**src/rtl/pong_pkg.sv**
```systemverilog
// Shared state encoding for the down_timer countdown FSM.
package pong_pkg;

   typedef enum logic [1:0] {
      IDLE   = 2'd0,
      RUN    = 2'd1,
      PAUSED = 2'd2
   } state_t;

endpackage

```
**src/rtl/down_timer.sv**
```systemverilog
// Loadable down-counter with start/pause control and a one-cycle done pulse.
// Optional build macro DOWN_TIMER_AUTORELOAD_EN: reload and keep running at terminal count.
module down_timer
   import pong_pkg::*;
#(
   parameter int WIDTH = 10
) (
   input  logic             clk,
   input  logic             reset,
   input  logic             load,
   input  logic [WIDTH-1:0] load_val,
   input  logic             start,
   input  logic             pause,
   input  logic             dec,
   output logic [WIDTH-1:0] out,
   output logic             busy,
   output logic             done
);

   localparam logic [WIDTH-1:0] ONE = WIDTH'(1);

   state_t           state, state_nxt;
   logic [WIDTH-1:0] count_nxt;
   logic             done_nxt;
`ifdef DOWN_TIMER_AUTORELOAD_EN
   logic [WIDTH-1:0] reload, reload_nxt;
`endif

   always_ff @(posedge clk or negedge reset) begin
      if (!reset) begin
         state <= IDLE;
         out   <= '0;
         done  <= 1'b0;
`ifdef DOWN_TIMER_AUTORELOAD_EN
         reload <= '0;
`endif
      end else begin
         state <= state_nxt;
         out   <= count_nxt;
         done  <= done_nxt;
`ifdef DOWN_TIMER_AUTORELOAD_EN
         reload <= reload_nxt;
`endif
      end
   end

   // Priority chain: load, then start, then pause, then dec.
   always_comb begin
      state_nxt = state;
      count_nxt = out;
      done_nxt  = 1'b0;
`ifdef DOWN_TIMER_AUTORELOAD_EN
      reload_nxt = reload;
`endif
      if (load) begin
         state_nxt = IDLE;
         count_nxt = load_val;
`ifdef DOWN_TIMER_AUTORELOAD_EN
         reload_nxt = load_val;
`endif
      end else begin
         case (state)
            IDLE: begin
               if (start && out != '0)
                  state_nxt = RUN;
            end
            PAUSED: begin
               if (start)
                  state_nxt = RUN;
            end
            RUN: begin
               // start is a no-op while running, so pause gets its turn.
               if (pause) begin
                  state_nxt = PAUSED;
               end else if (dec) begin
                  if (out == ONE) begin
                     done_nxt = 1'b1;
`ifdef DOWN_TIMER_AUTORELOAD_EN
                     count_nxt = reload;
`else
                     count_nxt = '0;
                     state_nxt = IDLE;
`endif
                  end else begin
                     count_nxt = out - ONE;
                  end
               end
            end
            default: state_nxt = IDLE;
         endcase
      end
   end

   assign busy = (state == RUN) || (state == PAUSED);

endmodule

```
**config.mk**
```make
export PLATFORM = sky130hd
export DESIGN_NAME = down_timer
export DESIGN_NICKNAME = d
export VERILOG_FILES = /design/src/rtl/pong_pkg.sv /design/src/rtl/down_timer.sv
export SDC_FILE = /design/constraint.sdc
export NUM_CORES = 1
export LEC_CHECK = 0
export CORE_MARGIN = 1.5
export CORE_UTILIZATION = 28
export DETAILED_ROUTE_END_ITERATION = 8
export DONT_BUFFER_PORTS = 1
export HOLD_SLACK_MARGIN = 0.15
export PLACE_DENSITY = 0.4
export SETUP_SLACK_MARGIN = 0.4
export SLEW_MARGIN = 20
export SYNTH_ARGS = -nofsm -noshare
export SYNTH_HDL_FRONTEND = slang
export SYNTH_SLANG_ARGS = --single-unit
```
**constraint.sdc**
```tcl
create_clock -name clk -period 2.3 [get_ports clk]
set_clock_uncertainty 0.05 [all_clocks]
set_input_delay 0.345 -clock clk [delete_from_list [all_inputs] [get_ports clk]]
set_output_delay 0.345 -clock clk [all_outputs]
set_load 0.02 [all_outputs]
```
* Word-level counts from Yosys, hierarchy flattened
Index checks and enable logic that the tools add are counted.
** Cells by class
- Add/sub/neg operators :: 1
- Equal/unequal tests :: 8
- Mux-type cells :: 17
- Reduce and logical (&&, ||, !) cells :: 8
** Operators with widths (count)
- 10-bit two-way mux :: 5
- 2-bit two-way mux :: 6
- 10-bit by 1-bit == test with 1-bit output, second input constant :: 1
- 10-bit nonzero test :: 1
- 10-bit by 1-bit subtractor with 10-bit output, second input constant :: 1
- 4-bit != test, second input constant :: 2
- 3-bit != test, second input constant :: 2
- 2-bit one-hot mux with 3 select lines :: 1
- 1-bit two-way mux :: 5
- 4-bit AND reduction :: 1
- 2-bit nonzero test :: 2
- 3-bit AND reduction :: 1
- 2-bit by 1-bit == test with 1-bit output, second input constant :: 1
- 2-bit == test, second input constant :: 1
- 2-bit zero test :: 1
- 2-bit != test, second input constant :: 1
- 1-bit logical AND :: 1
- 1-bit logical OR :: 1
** Storage, ports and cells
- Register bits :: 13
- Input port bits :: 16
- Output and inout bits :: 12
- Logic and storage cells :: 37

* Longest topological paths before layout
- Word-level depth :: 6
- Depth in mapped cells :: 6
- Mapped depth without buffers :: 6

* Worst setup path before layout
OpenSTA, ideal clock, no wires.
- Path type :: register to register
- Start :: reg out[0]
- End :: reg state[1]
- Library setup time :: 0.079 ns
- Data arrival time :: 1.530 ns
- Data required time :: 2.171 ns
- Path slack :: 0.640 ns
- Stages on the path, launching flop included :: 7
- Path buffers :: 0
- Period minus slack after synthesis :: 1.660 ns
- Path through :: dfrtp_1 -> inv_1 -> ha_1 -> and3b_1 -> and3_2 -> a211oi_2 -> mux2i_1
** On the way
- Word-level cells in the longest chain between the ends :: 4
- Elaborated cells on any way between the ends :: 6
- Classes of those cells :: eq/ne: 3; reduce/logical: 3
** Ends and longest elaborated chain
- from (decl) :: RTL line down_timer.sv:15 : output logic [WIDTH-1:0] out,
- from (signal assigned) :: RTL line down_timer.sv:39 : out <= count_nxt;
- 10-bit nonzero test :: RTL line down_timer.sv:64 : if (start && out != '0)
- 1-bit logical AND :: RTL line down_timer.sv:64
- 3-bit != test (no source line)
- 4-bit AND reduction (no source line) (*)
- to (signal assigned) :: RTL line down_timer.sv:38 : state <= state_nxt;
- to (decl) :: RTL line down_timer.sv:22 : state_t state, state_nxt;
Mark *: on every way between the ends. The rest lies on a longest branch, timed or not.
A chain may end at the register's enable or synchronous reset.

* Final worst setup path
- Start :: reg out[1]
- End :: reg state[1]
Same word-level chain as after synthesis.

==> qor.txt <==
Core area -> 0.00308 mm^2
Syn_area_per_cell -> 9.56 um^2
Max Cap Viol -> 0
CTS sink cnt -> 13
Power density cells -> 699 mW/mm^2
Gpl congestion -> 0.723
TritonCTS clock tree -> yes
Initial antenna violation count -> 0
Int Pwr -> 430 uW
Slew Limit Fails -> 0
Outcome -> completed
Synth top area share -> 35.8%
Synth Net Count -> 118
Mapped Area -> 908 um^2
Critical Path Fanout Max -> 4
Gate power share -> 30.0%
Max frequency -> 549 MHz
Reg2reg path depth -> 6
GRT Total Usage -> 14.8%
Initial core utilization -> 29.5%
Register area share after synthesis -> 35.8%
Initial DRC Count -> 35
DRT Wirelength -> 2310 um
R2R Path End -> state[1]
Top FF cell, synth -> dfrtp_1
Max_slew headroom -> 57.4%
Die area -> 0.00359 mm^2
Port buffer count -> 0
Critical Path RT -> 2.45 ns
Die height -> 60.0 um
Via/cell ratio -> 4.96
Wire per inst -> 15.8 um
Hold Path Stages -> 2
Number of routed nets with antenna violations -> 0
Worst Max-Slew Pin Slew -> 0.637 ns
Nets -> 126
I/O pin total -> 28
Net Switching -> 298 uW
Layout cells sized above 1 -> 15.7%
Fraction of registers with async set or reset after synthesis -> 100%
CTS max path bufs -> 2
Switching share of power -> 41.0%
Number of global-route vias before repair -> 774
DR pass1 iterations -> 4
Worst vdd ir -> 0.309 mV
Number of synthesized flops with an enable pin -> 0
Final worst-path cycle share -> 79.2%
Most common cell in the netlist -> dfrtp_1
Post-route cell area -> 0.00104 mm^2
Lkg Pwr -> 0.000424 uW
CP Capture Type -> flip-flop
Critical R2R Launch -> out[1]
Data arrival time of the critical path -> 1.97 ns
Top cells by area, synth -> dfrtp_1, ha_1, nor4_4
Worst-Skew Late Latency -> 0.28 ns
Post-DP HPWL -> 1740 um
CTS Buf Count -> 3
Startpoint types -> flip-flop
Worst-path clk slew -> 0.09 ns
N_diodes -> 0
Largest net degree at the start of global routing -> 21
CTS root buf -> clkbuf_4
Area Growth Syn to Fin -> 14.6%
HP Class -> input port to flip-flop
Synth unique cells -> 33
Synth top cells by count -> dfrtp_1, nor2_1, inv_1, o21ai_0, ha_1
Residual DRC -> 0
Kind of critical path -> flip-flop to flip-flop
Period minus WS final -> 1.82 ns
Register share of total power -> 50.0%
Cells after Synth -> 95
Row count -> 20
Yosys Warn Count -> 0
H-tree depth -> 1
RSZ-0062 raised after global routing -> true
Clk pwr share -> 19.9%
Synth area leader -> dfrtp_1
Hold Path End -> out[6]
Synth Register Bits -> 13
# setup viols final -> 0
Hold_sp -> load_val[6]
Overflow after GRT -> 0
Post-CTS Setup Inserts -> 0
First-pass GRT wire length -> 3840 um
Setup_tns -> 0 ns
Via Count -> 724
Worst reg-to-reg setup slack -> 0.48 ns
Placed cell area -> 956 um^2
Die X -> 60.0 um
Fillers -> 341
Final Hold Fails -> 0
[how the worst max path moves through the flow]
stage,from,end,cells past startpoint
finish,out[1],state[1],6
global route,out[1],state[1],6
CTS,state[1],out[9],6
detailed placement,state[1],out[3],6
global placement,state[1],out[3],6
floorplan,out[0],state[1],6
[cells by family after synthesis]
kind of cell               after synthesis  synth area share, %
and+or+nand+nor                         32                 23.7
AOI/OAI and AO/OA                       27                 20.8
DFF                                     13                 35.8
buffers and inverters                   10                 4.13
adders and majority gates                7                 9.64
xor gates and xnor gates                 5                 4.82
muxes                                    1                 1.10
[cell type report]
class	instances	area, um^2	area share (%)
sequential	13	327	31.4
tap	44	55.1	5.29
inverter	8	30.0	2.88
clock buffer	4	26.3	2.52
multi-input combinational	72	553	53.1
timing repair buffer	5	50.0	4.81
[power by group through the flow]
stage	Sequential [uW]	Clock [uW]	Combinational [uW]
5_1_grt	375	163	249
6_report	364	145	219
2_1_floorplan	354	0	174
4_1_cts	366	155	222
3_5_place_dp	370	0	206
3_3_place_gp	371	0	207
[state kept, by name, summed over array words and instances (netlist names)]
| name | count |
|---|---|
| out | 10 |
| done | 1 |
| state | 2 |
[routing by layer]
metal	GRT usage, %	vias to the layer above	routed length (um)
met3	3.46	5	124
li1	-	363	-
met4	6.67	0	50
met2	22.5	18	1030
met5	0	-	0
met1	19.8	338	1110
[cell usage in the layout, fill, tap and decap left out, drive strengths merged, types with 2 or more instances in the layout]
master       Yosys  layout
clkbuf           2       4
a211oi           2       2
inv              8       8
a31o             3       3
dfrtp           13      13
xor2             3       3
nor4             2       2
nand4            4       4
nor3             4       4
nand2            4       4
and3b            2       2
a22oi            3       3
o21ai            8       8
nand3            2       2
nor2             9       9
dlygate4sd3      0       5
ha               7       7
a221o            2       2
xnor2            2       2
a21oi            4       4
[repair_timing]
item | in CTS | in global routing
resized for setup | 1 | 3
endpoints found under the hold margin | 16 | 0
setup endpoints to repair | 4 | 5
hold buffers | 5 | 0
[metrics by stage]
stage	utilization [%]	hold WS (ns)	total power [uW]	instances	setup slack, ns
final	33.8	0.166	728	146	0.479
after global routing	33.8	0.172	787	146	0.351
after CTS	33.6	0.153	743	146	0.429
after detailed placement	31.1	-0.000310	576	137	0.385
after global placement	31.1	-0.000270	577	137	0.391
after floorplan	-	-0.000591	528	95	0.640
[worst max-delay path, stage by stage, from the launching register on]
cell      delay [ns]
dfrtp_1         0.52
inv_1           0.15
ha_1            0.21
and3b_1         0.17
and3_2          0.21
a211oi_2        0.22
mux2i_1         0.21
Power figures use the tool's default switching activity.
